===== src/rtl/run_control_sequencer.sv =====
// Run-control sequencer: synchronises the console buttons, arbitrates them, and steps
// the machine through run / single-EP / idle, pulsing ep_pulse on d35 and counting orders.
module run_control_sequencer #(
    parameter int SYNC_STAGES = 2,
    parameter int LOCKOUT     = 4,
    parameter int CNT_W       = 17
) (
    input  logic             clk,
    input  logic             rst,
    input  logic             start_btn,
    input  logic             stop_btn,
    input  logic             resume_btn,
    input  logic             single_ep_btn,
    input  logic             d35,
    input  logic             order_done,
    input  logic             halt_order,
    output logic             ep_pulse,
    output logic             running,
    output logic             stopped,
    output logic             halted,
    output logic [CNT_W-1:0] order_count
);

    localparam logic [2:0] ST_IDLE      = 3'd0;
    localparam logic [2:0] ST_WAIT_RUN  = 3'd1;
    localparam logic [2:0] ST_EXEC_RUN  = 3'd2;
    localparam logic [2:0] ST_WAIT_STEP = 3'd3;
    localparam logic [2:0] ST_EXEC_STEP = 3'd4;

    localparam int LK_W = $clog2(LOCKOUT + 1);

    // Bit order doubles as priority order: lower index wins.
    logic [3:0] btn_raw;
    logic [3:0] req_vec;

    assign btn_raw = {single_ep_btn, resume_btn, start_btn, stop_btn};

    genvar gi;
    generate
        for (gi = 0; gi < 4; gi++) begin : g_btn
            logic [SYNC_STAGES-1:0] sync_reg;
            logic                   prev_reg;
            logic [LK_W-1:0]        lock_reg;
            logic                   req_reg;
            logic                   edge_ok;

            // A rising edge only counts once the previous accepted edge has aged out.
            assign edge_ok = sync_reg[SYNC_STAGES-1] & ~prev_reg & (lock_reg == '0);

            always_ff @(posedge clk or posedge rst) begin
                if (rst) begin
                    sync_reg <= '0;
                    prev_reg <= 1'b0;
                    lock_reg <= '0;
                    req_reg  <= 1'b0;
                end else begin
                    sync_reg <= {sync_reg[SYNC_STAGES-2:0], btn_raw[gi]};
                    prev_reg <= sync_reg[SYNC_STAGES-1];
                    req_reg  <= edge_ok;
                    if (edge_ok) begin
                        lock_reg <= LK_W'(LOCKOUT);
                    end else if (lock_reg != '0) begin
                        lock_reg <= lock_reg - 1'b1;
                    end
                end
            end

            assign req_vec[gi] = req_reg;
        end
    endgenerate

    logic win_stop, win_start, win_resume, win_single;

    assign win_stop   = req_vec[0];
    assign win_start  = req_vec[1] & ~req_vec[0];
    assign win_resume = req_vec[2] & ~|req_vec[1:0];
    assign win_single = req_vec[3] & ~|req_vec[2:0];

    logic [2:0]       state_reg, state_next;
    logic [CNT_W-1:0] count_reg, count_next;
    logic             halted_reg, halted_next;
    logic             pend_reg, pend_next;
    logic             running_reg, stopped_reg;

    always_comb begin
        state_next  = state_reg;
        count_next  = count_reg;
        halted_next = halted_reg;
        pend_next   = pend_reg;
        case (state_reg)
            ST_IDLE: begin
                if (win_start) begin
                    count_next  = '0;
                    halted_next = 1'b0;
                    state_next  = ST_WAIT_RUN;
                end else if (win_resume) begin
                    halted_next = 1'b0;
                    state_next  = ST_WAIT_RUN;
                end else if (win_single) begin
                    halted_next = 1'b0;
                    state_next  = ST_WAIT_STEP;
                end
            end
            ST_WAIT_RUN: begin
                if (win_stop) begin
                    state_next = ST_IDLE;
                end else if (d35) begin
                    state_next = ST_EXEC_RUN;
                end
            end
            ST_EXEC_RUN: begin
                // A stop during an order is remembered so the order still completes.
                if (win_stop) begin
                    pend_next = 1'b1;
                end
                if (order_done) begin
                    count_next = count_reg + CNT_W'(1);
                    if (halt_order) begin
                        halted_next = 1'b1;
                        state_next  = ST_IDLE;
                    end else if (pend_reg | win_stop) begin
                        state_next = ST_IDLE;
                    end else begin
                        state_next = ST_WAIT_RUN;
                    end
                end
            end
            ST_WAIT_STEP: begin
                if (win_stop) begin
                    state_next = ST_IDLE;
                end else if (d35) begin
                    state_next = ST_EXEC_STEP;
                end
            end
            ST_EXEC_STEP: begin
                if (order_done) begin
                    count_next  = count_reg + CNT_W'(1);
                    halted_next = halt_order;
                    state_next  = ST_IDLE;
                end
            end
            default: begin
                state_next = ST_IDLE;
            end
        endcase
        if (state_next == ST_IDLE) begin
            pend_next = 1'b0;
        end
    end

    always_ff @(posedge clk or posedge rst) begin
        if (rst) begin
            state_reg   <= ST_IDLE;
            count_reg   <= '0;
            halted_reg  <= 1'b0;
            pend_reg    <= 1'b0;
            running_reg <= 1'b0;
            stopped_reg <= 1'b1;
        end else begin
            state_reg   <= state_next;
            count_reg   <= count_next;
            halted_reg  <= halted_next;
            pend_reg    <= pend_next;
            running_reg <= (state_next == ST_WAIT_RUN) || (state_next == ST_EXEC_RUN);
            stopped_reg <= (state_next == ST_IDLE);
        end
    end

    // A stop arriving on the d35 cycle cancels the pulse along with the wait.
    assign ep_pulse    = d35 & ~win_stop &
                         ((state_reg == ST_WAIT_RUN) || (state_reg == ST_WAIT_STEP));
    assign running     = running_reg;
    assign stopped     = stopped_reg;
    assign halted      = halted_reg;
    assign order_count = count_reg;

endmodule

===== config.mk =====
export PLATFORM = sky130hd
export DESIGN_NAME = run_control_sequencer
export DESIGN_NICKNAME = d
export VERILOG_FILES = /design/src/rtl/run_control_sequencer.sv
export SDC_FILE = /design/constraint.sdc
export NUM_CORES = 1
export LEC_CHECK = 0
export ABC_AREA = 1
export ABC_CLOCK_PERIOD_IN_PS = 1600
export BUFFER_PORTS_ARGS = -buffer_cell sky130_fd_sc_hd__buf_2
export CORE_UTILIZATION = 30
export CTS_CLUSTER_SIZE = 12
export DETAILED_ROUTE_END_ITERATION = 6
export PLACE_DENSITY_LB_ADDON = 0.12
export RECOVER_POWER = 100
export SYNTH_ARGS = -nofsm -noshare
export SYNTH_HDL_FRONTEND = slang
export SYNTH_SLANG_ARGS = --single-unit

===== constraint.sdc =====
create_clock -name clk -period 1.6 [get_ports clk]
set_clock_uncertainty 0.2 [all_clocks]
set_input_delay 0.08 -clock clk [delete_from_list [all_inputs] [get_ports clk]]
set_output_delay 0.08 -clock clk [all_outputs]
set_load 0.01 [all_outputs]

# Word level (Yosys, flattened, before mapping)
# Cells that the tools add are included.
# W data, S select, Z words.
[word_totals] regBits=52 word_cells=119
[op_classes] n_mux=33 addsub=5 reduce_logical=28 n_bitwise=19 n_eq_ne=12
[ops] operator="$mux W3" n=17
[ops] operator="$mux W17" n=2
[ops] operator="$pmux W17 S2" n=1
[ops] operator="$logic_not A3 Y1" n=6
[ops] operator="$add A17 B1 Y17 const B" n=1
[ops] operator="$pmux W3 S5" n=1
[ops] operator="$reduce_bool A3 Y1" n=5
[ops] operator="$reduce_bool A2 Y1" n=7
[ops] operator="$and A1 B1 Y1" n=13
[ops] operator="$sub A3 B1 Y3 const B" n=4
[ops] operator="$mux W1" n=11
[ops] operator="$eq A3 B2 Y1 const B" n=3
[ops] operator="$ne A2 B2 Y1 const B" n=4
[ops] operator="$eq A3 B1 Y1 const B" n=2
[ops] operator="$not A1 Y1" n=5
[ops] operator="$reduce_and A5 Y1" n=1
[ops] operator="$ne A4 B4 Y1 const B" n=1
[ops] operator="$reduce_or A2 Y1" n=2
[ops] operator="$eq A3 B3 Y1 const B" n=1
[ops] operator="$pmux W1 S3" n=1
[ops] operator="$reduce_and A3 Y1" n=1
[ops] operator="$reduce_or A3 Y1" n=1
[ops] operator="$logic_not A1 Y1" n=2
[ops] operator="$logic_or A1 B1 Y1" n=2
[ops] operator="other kinds (3)" n=3

# Depth between registers and ports, before layout
# Gate-level depths: netlist of run 1.
[logic_depth] depth_word=10 mapped_depth=11 mapped_depth_nobuf=9

# Worst setup path before layout of run 1
# No wires, ideal clock.
[synth_path] kind="register -> register" start="register count_reg[0] (netlist: order_count[0])" end="register count_reg[8] (netlist: order_count[8])" arrival_time_ns=1.328 stages_incl_launch_ff=8 path_slack_ns=0.008 cell_sequence="dfrtp_1 -> ha_1 -> inv_1 -> nor2_1 -> nand2_1 -> xor2_1 -> nand3b_1 -> nand2_1"
[synth_between] elab_chain_cells=3
[synth_lines] element="from (decl)" line="80" rtl="logic [CNT_W-1:0] count_reg, count_next;"
[synth_lines] element="from (signal assigned)" line="161" rtl="count_reg <= count_next;"
[synth_lines] element="$add A17 B1 Y17" line="117, 137"
[synth_lines] element="$mux W17" line="116, 136"
[synth_lines] element="$pmux W17 S2" line="90" rtl="case (state_reg)"
# Every way passes these cells. The select of a mux whose other input is x is not followed.
# A chain may end at the register's enable or synchronous reset.

# Worst setup path after layout of run 1
[layout_path] start="register state_reg[2]" end="register count_reg[15] (netlist: order_count[15])"
[layout_between] elab_chain_cells=4
[layout_lines] element="from (decl)" line="79" rtl="logic [2:0] state_reg, state_next;"
[layout_lines] element="from (signal assigned)" line="160" rtl="state_reg <= state_next;"
[layout_lines] element="$eq A3 B3 Y1 or $eq A3 B2 Y1 (tied branches)" line="90"
[layout_lines] element="$reduce_or A2 Y1 (no source line)"
[layout_lines] element="$ne A2 B1 Y1 (no source line) or $reduce_bool A2 Y1 (tied branches)"
[layout_lines] element="$reduce_and A3 Y1 (no source line)"
# Several ways; a longest one is shown, not always the timed one.

==> metrics, run 1 <==
Worst Hold Depth=5; Critical Path AT=between 1.5 and 2 ns; Place WS=-0.0201 ns; peak supply drop=0.533 mV; Post-Syn Nets=approximately 330; DP Area=0.00307 sq mm; Layout area overhead=25.4%; RR Endpoint=order_count[15]$_DFFE_PP0P_; core area=0.00834 sq mm; Hold/Removal Path Class=input pin to flip-flop; DRT Pass-1 Iters=4; Finished Layout Cells=486; status=complete, but fails checks; Leakage=1.61 nW; r2r setup slk=0.05 ns; internal power=2.87 mW; critical path class=flip-flop to flip-flop; final hold slack=-0.00204 ns; CTS buffer count=5; first-pass GRT wire length=9430 microns; relative slew slack=52.5%; Clock Path Buffers=2; post-layout util=39.5%; Seq. cell area=0.00131 sq mm; Post-synth EDFFs=0; Setup violations, final=0; Clock Sinks=52; TNS Setup=0 ns; DRT iter0 DRCs=56; Reg clk slew, reported paths=around 0.10 ns; period utilisation layout=between 90 and 100%; Design Area, Final=0.00329 sq mm; PwrDens=1480 mW/mm^2; Tmin final=1.55 ns; post-DP HPWL=roughly 4000 microns; Slew Limit Fails=0; power share of the combinational group=46.2%; RSZ-0062 raised after global routing=yes; largest net degree at the start of global routing=between 50 and 60; Synth Warn #=0; CTS tree=done; FILL cells=889; worst hold path startpoint=d35; Routed Wire Length=~5500 microns; Sw Ratio=41.1%; H-tree Lvls=2; row count=33; CP required=1.61 ns; WL/cell=11.4 microns; routability cong.=0.751; Syn Std Cell Area=0.00263 sq mm; Clock Latency Late Sink=0.32 ns; multi-input logic area=0.00116 sq mm; GRT overflow=0; Hold Fails Final Rpt=1; Power Total=4.86 mW; die footprint=0.00913 sq mm; Critical Path Source Type=flip-flop; number of flip-flops in the largest register=17; Max Freq=between 0.6 and 0.7 GHz; vias=2,145; syn avg cell area=~8.4 sq um; vias in the first global route=about 2,000; Chip Height=95.6 microns; All-Layer GR Usage=13.5%; Net Sw Power=2.00 mW; part of the power in registers=36.7%; DRC Markers=0; hold path endpoint=running$_DFF_PP0_; synth unique cells=32; endpoint class of the critical path=flip-flop; Initial Util=31.5%; Worst-Margin Slew=0.712 ns; antenna violations before repair=0; boundary pin count=30; Reg2Reg Launch Point=state_reg[2]$_DFF_PP0_; violated checks=hold timing; cell count after synthesis=314; Die W=95.6 microns; synthesized flop and latch total=52; Cell Count Post-Placement=469; Async S/R FF share, synth=100%; register area share after synthesis=49.6%; share of cells above drive strength 1=21.8%; Clock Power Share=17.1%; clk root buf=clkbuf_8; Most used DFF post-synth=dfrtp_1; number of inserted diodes=0; Avg Vias per Cell=about 4.4; # port buffers=29; CP max FO=4; Reg2Reg Depth=7; Final WS setup=0.0499 ns; Nets=a little under 400; Max-Cap Viols=0; Detail Route Antenna Nets=0
-- cell families after synthesis --
kind of cell	share of synthesized area (%)
fa+ha+maj	4.29
buf+inv	8.86
flops	49.6
compound gates	8.62
simple gates	26.0
xor+xnor	2.67
-- layer usage --
layer,track usage [%],vias to the layer above,part of all wire [%]
li1,-,1123,-
met1,17.8,984,49
met2,22.4,33,46
met3,2.39,5,3.8
met4,4.10,0,1.1
met5,0,-,0
-- Yosys cell counts (2+ instances only) --
cell type	n	area, sq um
nand3_1	25	125
o21a_1	3	22.5
ha_1	9	113
dfrtp_1	51	1280
o21ai_0	13	65.1
nor3_1	5	25.0
xor2_1	7	61.3
nand4_1	5	31.3
nand2_1	72	270
nand2_4	2	22.5
nand3b_1	4	30.0
buf_6	2	22.5
o22ai_1	4	25.0
a21oi_1	4	20.0
nand2_2	3	18.8
nor2_1	32	120
o21bai_1	2	15.0
nor2_2	2	12.5
buf_4	2	15.0
o21ai_1	8	40.0
inv_1	48	180
-- critical path, stage by stage, from the launching register on --
cell     delay, ns
dfrtp_2       0.47
nor2_4        0.15
nand2_2       0.10
a21oi_4       0.18
nor2_8        0.08
buf_4         0.15
nand3_1       0.07
nand2_1       0.05
-- what timing repair did --
action                     in CTS  in global routing
gates resized for setup         2                 32
hold endpoints to repair       59                  0
hold buffers                    7                  0
setup endpoints to repair      17                 30
setup buffers                   0                  2
pin swaps                       0                  6
-- layout make-up --
type	count	area share [%]
Clock buffer	5	2.09
Tap cell	105	3.99
Clock inverter	3	0.874
Sequential cell	52	39.7
Inverter	50	5.93
Multi-Input combinational cell	207	35.2
Timing Repair Buffer	64	12.2
-- power by group through the flow --
stage               Clock (mW)  Combinational, mW  Sequential [mW]
floorplan                    0               1.55             1.77
detailed placement           0               2.09             1.78
global route             0.926               2.57             1.82
CTS                      0.891               2.13             1.75
global placement             0               2.06             1.77
finish                   0.833               2.25             1.78
-- how the worst max path moves through the flow --
stage,startpoint,to,depth (start not counted)
2_1_floorplan,order_count[0]$_DFFE_PP0P_,order_count[8]$_DFFE_PP0P_,7
3_5_place_dp,state_reg[0]$_DFF_PP0_,order_count[13]$_DFFE_PP0P_,6
6_report,state_reg[2]$_DFF_PP0_,order_count[15]$_DFFE_PP0P_,7
3_3_place_gp,state_reg[0]$_DFF_PP0_,order_count[10]$_DFFE_PP0P_,6
4_1_cts,state_reg[0]$_DFF_PP0_,ep_pulse,5
5_1_grt,state_reg[2]$_DFF_PP0_,order_count[7]$_DFFE_PP0P_,9
-- cells in the final DEF, fill, tap and decap left out, types with 4 or more instances in the layout --
cell type,n
nand2_1,68
inv_1,47
dfrtp_1,47
nor2_1,25
nand3_1,25
buf_4,19
buf_2,17
clkbuf_1,17
o21ai_1,11
nor2_2,8
o21ai_0,8
ha_1,8
xor2_1,7
dlygate4sd3_1,7
nand2_2,6
nor3_1,5
nand4_1,5
clkbuf_8,5
o22ai_1,4
nand3b_1,4
dfrtp_2,4
No activity file was read; power rests on OpenSTA's default activity.
==> inputs of run 2 (changes only) <==
--- a/config.mk
+++ b/config.mk
@@ -13,6 +13,7 @@
 export DETAILED_ROUTE_END_ITERATION = 6
 export PLACE_DENSITY_LB_ADDON = 0.12
 export RECOVER_POWER = 100
+export SETUP_SLACK_MARGIN = 0.5
 export SYNTH_ARGS = -nofsm -noshare
 export SYNTH_HDL_FRONTEND = slang
 export SYNTH_SLANG_ARGS = --single-unit
==> metrics, run 2 (same netlist as run 1, synthesis figures left out) <==
status=complete, but fails checks; violated checks=hold timing; Hold Fails Final Rpt=3 (+2); Hold/Removal Path Class=input pin to flip-flop; Layout area overhead=42.0%; boundary pin count=30 (unchanged); CP max FO=6 (+2); DRT Pass-1 Iters=4 (unchanged); number of flip-flops in the largest register=17 (unchanged); largest net degree at the start of global routing=24 (-55%); Die W=95.6 microns (unchanged); number of inserted diodes=0 (unchanged); CTS buffer count=5 (unchanged); Max-Cap Viols=0 (unchanged); Max Freq=0.627 GHz (-2.8%); clk root buf=clkbuf_8; Clock Latency Late Sink=0.32 ns (about the same); Tmin final=1.60 ns (+0.0453 ns); vias in the first global route=2,095 (+3.0%); DRT iter0 DRCs=85 (+52%); peak supply drop=0.678 mV (+27%); DRC Markers=0 (unchanged); routability cong.=0.737 (-1.8%); Clock Path Buffers=2 (unchanged); PwrDens=1540 mW/mm^2 (+3.9%); WL/cell=11.9 microns (+5.0%); antenna violations before repair=0 (unchanged); row count=33 (unchanged); TNS Setup=0 ns (unchanged); GRT overflow=0 (unchanged); vias=2,238 (+4.3%); Critical Path AT=1.60 ns (+0.04 ns); Hold-fix buffers, CTS=6 (-1); first-pass GRT wire length=9730 microns (+3.1%); Slew Limit Fails=0 (unchanged); # port buffers=29 (unchanged); Initial Util=31.5% (unchanged); relative slew slack=60.3% (+7.7 points); post-DP HPWL=4050 microns (+1.5%); die footprint=0.00913 sq mm (unchanged); post-layout util=44.7% (+5.2 points); period utilisation layout=99.7% (+2.8 points); Clock Sinks=52 (unchanged); Critical Path Source Type=flip-flop; Leakage=1.75 nW (+8.7%); Chip Height=95.6 microns (unchanged); endpoint class of the critical path=flip-flop; RSZ-0062 raised after global routing=yes; commonest non-fill, non-tap cell in the layout=nand2_1; CTS tree=done; Detail Route Antenna Nets=0 (unchanged); Nets=410 (+3.0%); H-tree Lvls=2 (unchanged); Setup violations, final=0 (unchanged); commonest non-fill, non-tap cells in the layout=nand2_1, dfrtp_1, inv_1; share of cells above drive strength 1=40.5% (+19 points); final hold slack=-0.0640 ns (-0.0620 ns); Avg Vias per Cell=4.49 (+1.8%); Worst-Margin Slew=0.593 ns (-0.119 ns); CP required=1.61 ns (about the same); All-Layer GR Usage=13.8% (+0.30 points); Reg clk slew, reported paths=0.11 ns (about the same); critical path class=flip-flop to flip-flop; core area=0.00834 sq mm (unchanged); Routed Wire Length=5940 microns (+7.6%)
-- run 2: cell count changes in the layout (fill, tap and decap cells not counted), sizes merged --
cell	change
clkbuf	-10
buf	+22
inv	-1
dlygate4sd3	-1
clkinvlp	+2
-- run 2: repair_timing --
item / CTS / global route
gates cloned: 0 / 1
endpoints found under the hold margin: 60 / 2
setup buffers: 10 / 9
setup endpoints to repair: 60 / 86
resized for setup: 42 / 37
pin swaps: 9 / 6
-- run 2: metrics by stage --
step           power [mW]  instance area, sq um  setup WS [ns]  cells  hold slack (ns)
2_1_floorplan        3.63                  2740         0.0881    314          -0.0886
5_1_grt              6.17                  3730        -0.0562    498          -0.0607
3_5_place_dp         4.08                  3150        -0.0202    464          -0.0354
6_report             5.73                  3730        0.00460    498          -0.0640
4_1_cts              5.28                  3550         0.0390    488          -0.0841
3_3_place_gp         4.05                  3150        -0.0257    464          -0.0344
-- run 2: layer usage --
metal	vias to the layer above	wire length, microns	track usage [%]
met2	28	2880	21.7
li1	1157	-	-
met3	6	165	2.47
met4	0	65	4.48
met1	1047	2830	19.2
met5	-	0	0
-- run 2: power by group --
| group | internal [mW] | switching (mW) |
|---|---|---|
| Combinational | 1.40 | 1.65 |
| Clock | 0.332 | 0.521 |
| Sequential | 1.62 | 0.213 |
-- run 2: path summary, 6_finish.rpt --
check                                                from                               end  slack [ns]  cells past startpoint
max                                state_reg[0]$_DFF_PP0_        order_count[8]$_DFFE_PP0P_       0.005                      9
min                                            order_done            state_reg[2]$_DFF_PP0_       -0.06                      4
max reg2reg                        state_reg[0]$_DFF_PP0_        order_count[8]$_DFFE_PP0P_       0.005                      9
min reg2reg                g_btn[2].sync_reg[0]$_DFF_PP0_    g_btn[2].sync_reg[1]$_DFF_PP0_        0.16                      0
max in group asynchronous                             rst        order_count[9]$_DFFE_PP0P_        0.21                      4
min in group asynchronous                             rst  g_btn[3].lock_reg[0]$_DFFE_PP0P_        0.13                      3
-- run 2: layout make-up --
cell class              instances  area [sq um]
clock buffers                   5          68.8
clock inverters                 3          28.8
fillers                       803          4610
inverters                      50           201
multi-input cells             207          1380
flip-flops and latches         52          1310
well taps                     105           131
repair buffers                 75           597
repair inverters                1          5.00
-- run 2: critical path, cell delays in order, from the launching register on --
cell      delay (ns)
dfrtp_2         0.47
nor2_4          0.17
nand2_2         0.09
nand2_4         0.08
nand2_4         0.05
nand2_4         0.08
nor2_8          0.05
buf_6           0.14
nand3b_1        0.09
nand2_1         0.06
==> inputs of run 3 (changes only) <==
--- a/config.mk
+++ b/config.mk
@@ -6,7 +6,6 @@
 export NUM_CORES = 1
 export LEC_CHECK = 0
 export ABC_AREA = 1
-export ABC_CLOCK_PERIOD_IN_PS = 1600
 export BUFFER_PORTS_ARGS = -buffer_cell sky130_fd_sc_hd__buf_2
 export CORE_UTILIZATION = 30
 export CTS_CLUSTER_SIZE = 12
==> constraint.sdc (replaced) <==
create_clock -name clk -period 1.94 [get_ports clk]
set_clock_uncertainty 0.2 [all_clocks]
set_input_delay 0.097 -clock clk [delete_from_list [all_inputs] [get_ports clk]]
set_output_delay 0.097 -clock clk [all_outputs]
set_load 0.01 [all_outputs]
==> metrics, run 3 (same netlist as run 1, synthesis figures left out) <==
status=complete, but fails checks; violated checks=hold timing; CTS buffer count=5 (unchanged); Clock Latency Late Sink=0.31 ns (about the same); peak supply drop=0.585 mV (-14%); GRT overflow=0 (unchanged); boundary pin count=30 (unchanged); post-DP HPWL=3780 microns (-6.8%); row count=33 (unchanged); # port buffers=29 (unchanged); Reg2Reg Depth=9 (unchanged); core area=0.00834 sq mm (unchanged); H-tree Lvls=2 (unchanged); Clock Path Buffers=2 (unchanged); Critical Path AT=1.64 ns (+0.04 ns); period utilisation layout=84.0% (-16 points); Worst-Margin Slew=0.980 ns (+0.387 ns); Die W=95.6 microns (unchanged); PwrDens=1240 mW/mm^2 (-20%); DRT iter0 DRCs=40 (-53%); final hold slack=-0.000437 ns (+0.0636 ns); Clock Power Share=16.8% (+1.9 points); Setup violations, final=0 (unchanged); antenna violations before repair=0 (unchanged); Slew Limit Fails=0 (unchanged); All-Layer GR Usage=12.7% (-1.1 points); Net Sw Power=1.63 mW (-32%); Tmin final=1.63 ns (+0.0342 ns); TNS Setup=0 ns (unchanged); Critical Path Source Type=flip-flop; DRC Markers=0 (unchanged); power share of the combinational group=46.1% (-7.1 points); Cell Count Post-Placement=447 (-3.7%); Detail Route Antenna Nets=0 (unchanged); max incr delay on CP=0.46 ns (about the same); internal power=2.32 mW (-31%); Max Freq=0.614 GHz (-2.1%); Place WS=0.256 ns (+0.276 ns); relative slew slack=34.3% (-26 points); Layout area overhead=21.5%; CP required=1.95 ns (+0.34 ns); Leakage=1.54 nW (-12%); WL/cell=11.3 microns (-5.4%); DRT Pass-1 Iters=4 (unchanged); Power Total=3.94 mW (-31%); crit path max-delay cell type=dfrtp_1; Worst Hold Depth=5 (+1); Final WS setup=0.310 ns (+0.306 ns); Finished Layout Cells=471 (-5.4%); number of flip-flops in the largest register=17 (unchanged); Routed Wire Length=5320 microns (-11%); Max-Cap Viols=0 (unchanged); endpoint class of the critical path=flip-flop; largest net degree at the start of global routing=33 (+38%); Nets=383 (-6.6%); Reg clk slew, reported paths=0.10 ns (about the same); Clock Sinks=52 (unchanged); Hold/Removal Path Class=input pin to flip-flop; Chip Height=95.6 microns (unchanged); Avg Vias per Cell=4.39 (-2.3%); Initial Util=31.5% (unchanged); commonest non-fill, non-tap cell in the layout=nand2_1; CTS tree=done; CP Cell Sequence=nor2_4, nand2_1, inv_1, nand2_2, nor2_2, nor2_1, nand3_2, nand2_1, inv_1; die footprint=0.00913 sq mm (unchanged); Hold Fails Final Rpt=1 (-2); Sw Ratio=41.2% (-0.43 points); part of the power in registers=37.2% (+5.3 points); first-pass GRT wire length=8920 microns (-8.3%); FILL cells=868 (+8.1%); number of inserted diodes=0 (unchanged); RSZ-0062 raised after global routing=yes; critical path class=flip-flop to flip-flop; clk root buf=clkbuf_8; commonest non-fill, non-tap cells in the layout=nand2_1, dfrtp_1, inv_1; vias=2,068 (-7.6%); CP max FO=4 (-2); share of cells above drive strength 1=18.6% (-22 points); vias in the first global route=1,933 (-7.7%); routability cong.=0.791 (+7.3%)
[run 3: cell count changes in the layout (fill, tap and decap cells not counted), sizes merged]
cell / before / now
clkbuf: 13 / 22
inv: 52 / 51
buf: 61 / 26
[run 3: final timing paths]
| kind | startpoint | to | slack (ns) |
|---|---|---|---|
| worst max-delay path | state_reg[2]$_DFF_PP0_ | pend_reg$_DFFE_PP0P_ | 0.31 |
| worst min-delay path | halt_order | halted$_DFFE_PP0P_ | -0.0004 |
| worst max register to register | state_reg[2]$_DFF_PP0_ | pend_reg$_DFFE_PP0P_ | 0.31 |
| worst min register to register | g_btn[2].sync_reg[0]$_DFF_PP0_ | g_btn[2].sync_reg[1]$_DFF_PP0_ | 0.16 |
| max in group asynchronous | rst | order_count[3]$_DFFE_PP0P_ | 0.62 |
| min in group asynchronous | rst | g_btn[0].lock_reg[2]$_DFFE_PP0P_ | 0.29 |
[run 3: layer usage]
| layer | track usage, % | vias up | wire length (microns) |
|---|---|---|---|
| met5 | 0 | - | 0 |
| met4 | 3.36 | 0 | 43 |
| li1 | - | 1097 | - |
| met2 | 19.6 | 23 | 2340 |
| met1 | 17.4 | 944 | 2730 |
| met3 | 3.67 | 4 | 205 |
[run 3: stage by stage]
step	util (%)	hold slack (ns)	cell area, sq um
floorplan	-	-0.0716	2640
global placement	34.9	-0.0406	2910
detailed placement	34.9	-0.0413	2910
CTS	38.0	0.00256	3170
global route	38.3	0.00687	3190
finish	38.3	-0.000437	3190
[run 3: layout make-up]
type                       count  area, sq um  share of cell area (%)
clock inverter                 3         25.0                   0.784
clock buffer                   5         68.8                    2.16
timing repair buffer          49          317                    9.92
sequential                    52         1300                    40.8
tap                          105          131                    4.12
inverter                      50          196                    6.15
multi-input combinational    207         1150                    36.0
[run 3: power by group through the flow]
stage	sequential (mW)	combinational [mW]	clock (mW)
3_3_place_gp	1.48	1.49	0
6_report	1.47	1.82	0.662
2_1_floorplan	1.46	1.29	0
5_1_grt	1.50	2.04	0.735
3_5_place_dp	1.48	1.52	0
4_1_cts	1.47	1.81	0.692
[run 3: what timing repair did]
item | 4_1_cts | 5_1_grt
gates resized for setup | 19 | 35
pin swaps | 3 | 7
gates cloned | 0 | 0
hold buffers | 6 | 0
endpoints found under the setup margin | 32 | 37
endpoints found under the hold margin | 57 | 0
buffers inserted | 8 | 2
[run 3: worst max-delay path: cells and delay by family (launching register included)]
family	cells	cell delay, ns
DFF	1	0.46
and+or+nand+nor	7	0.76
buffers and inverters	2	0.12
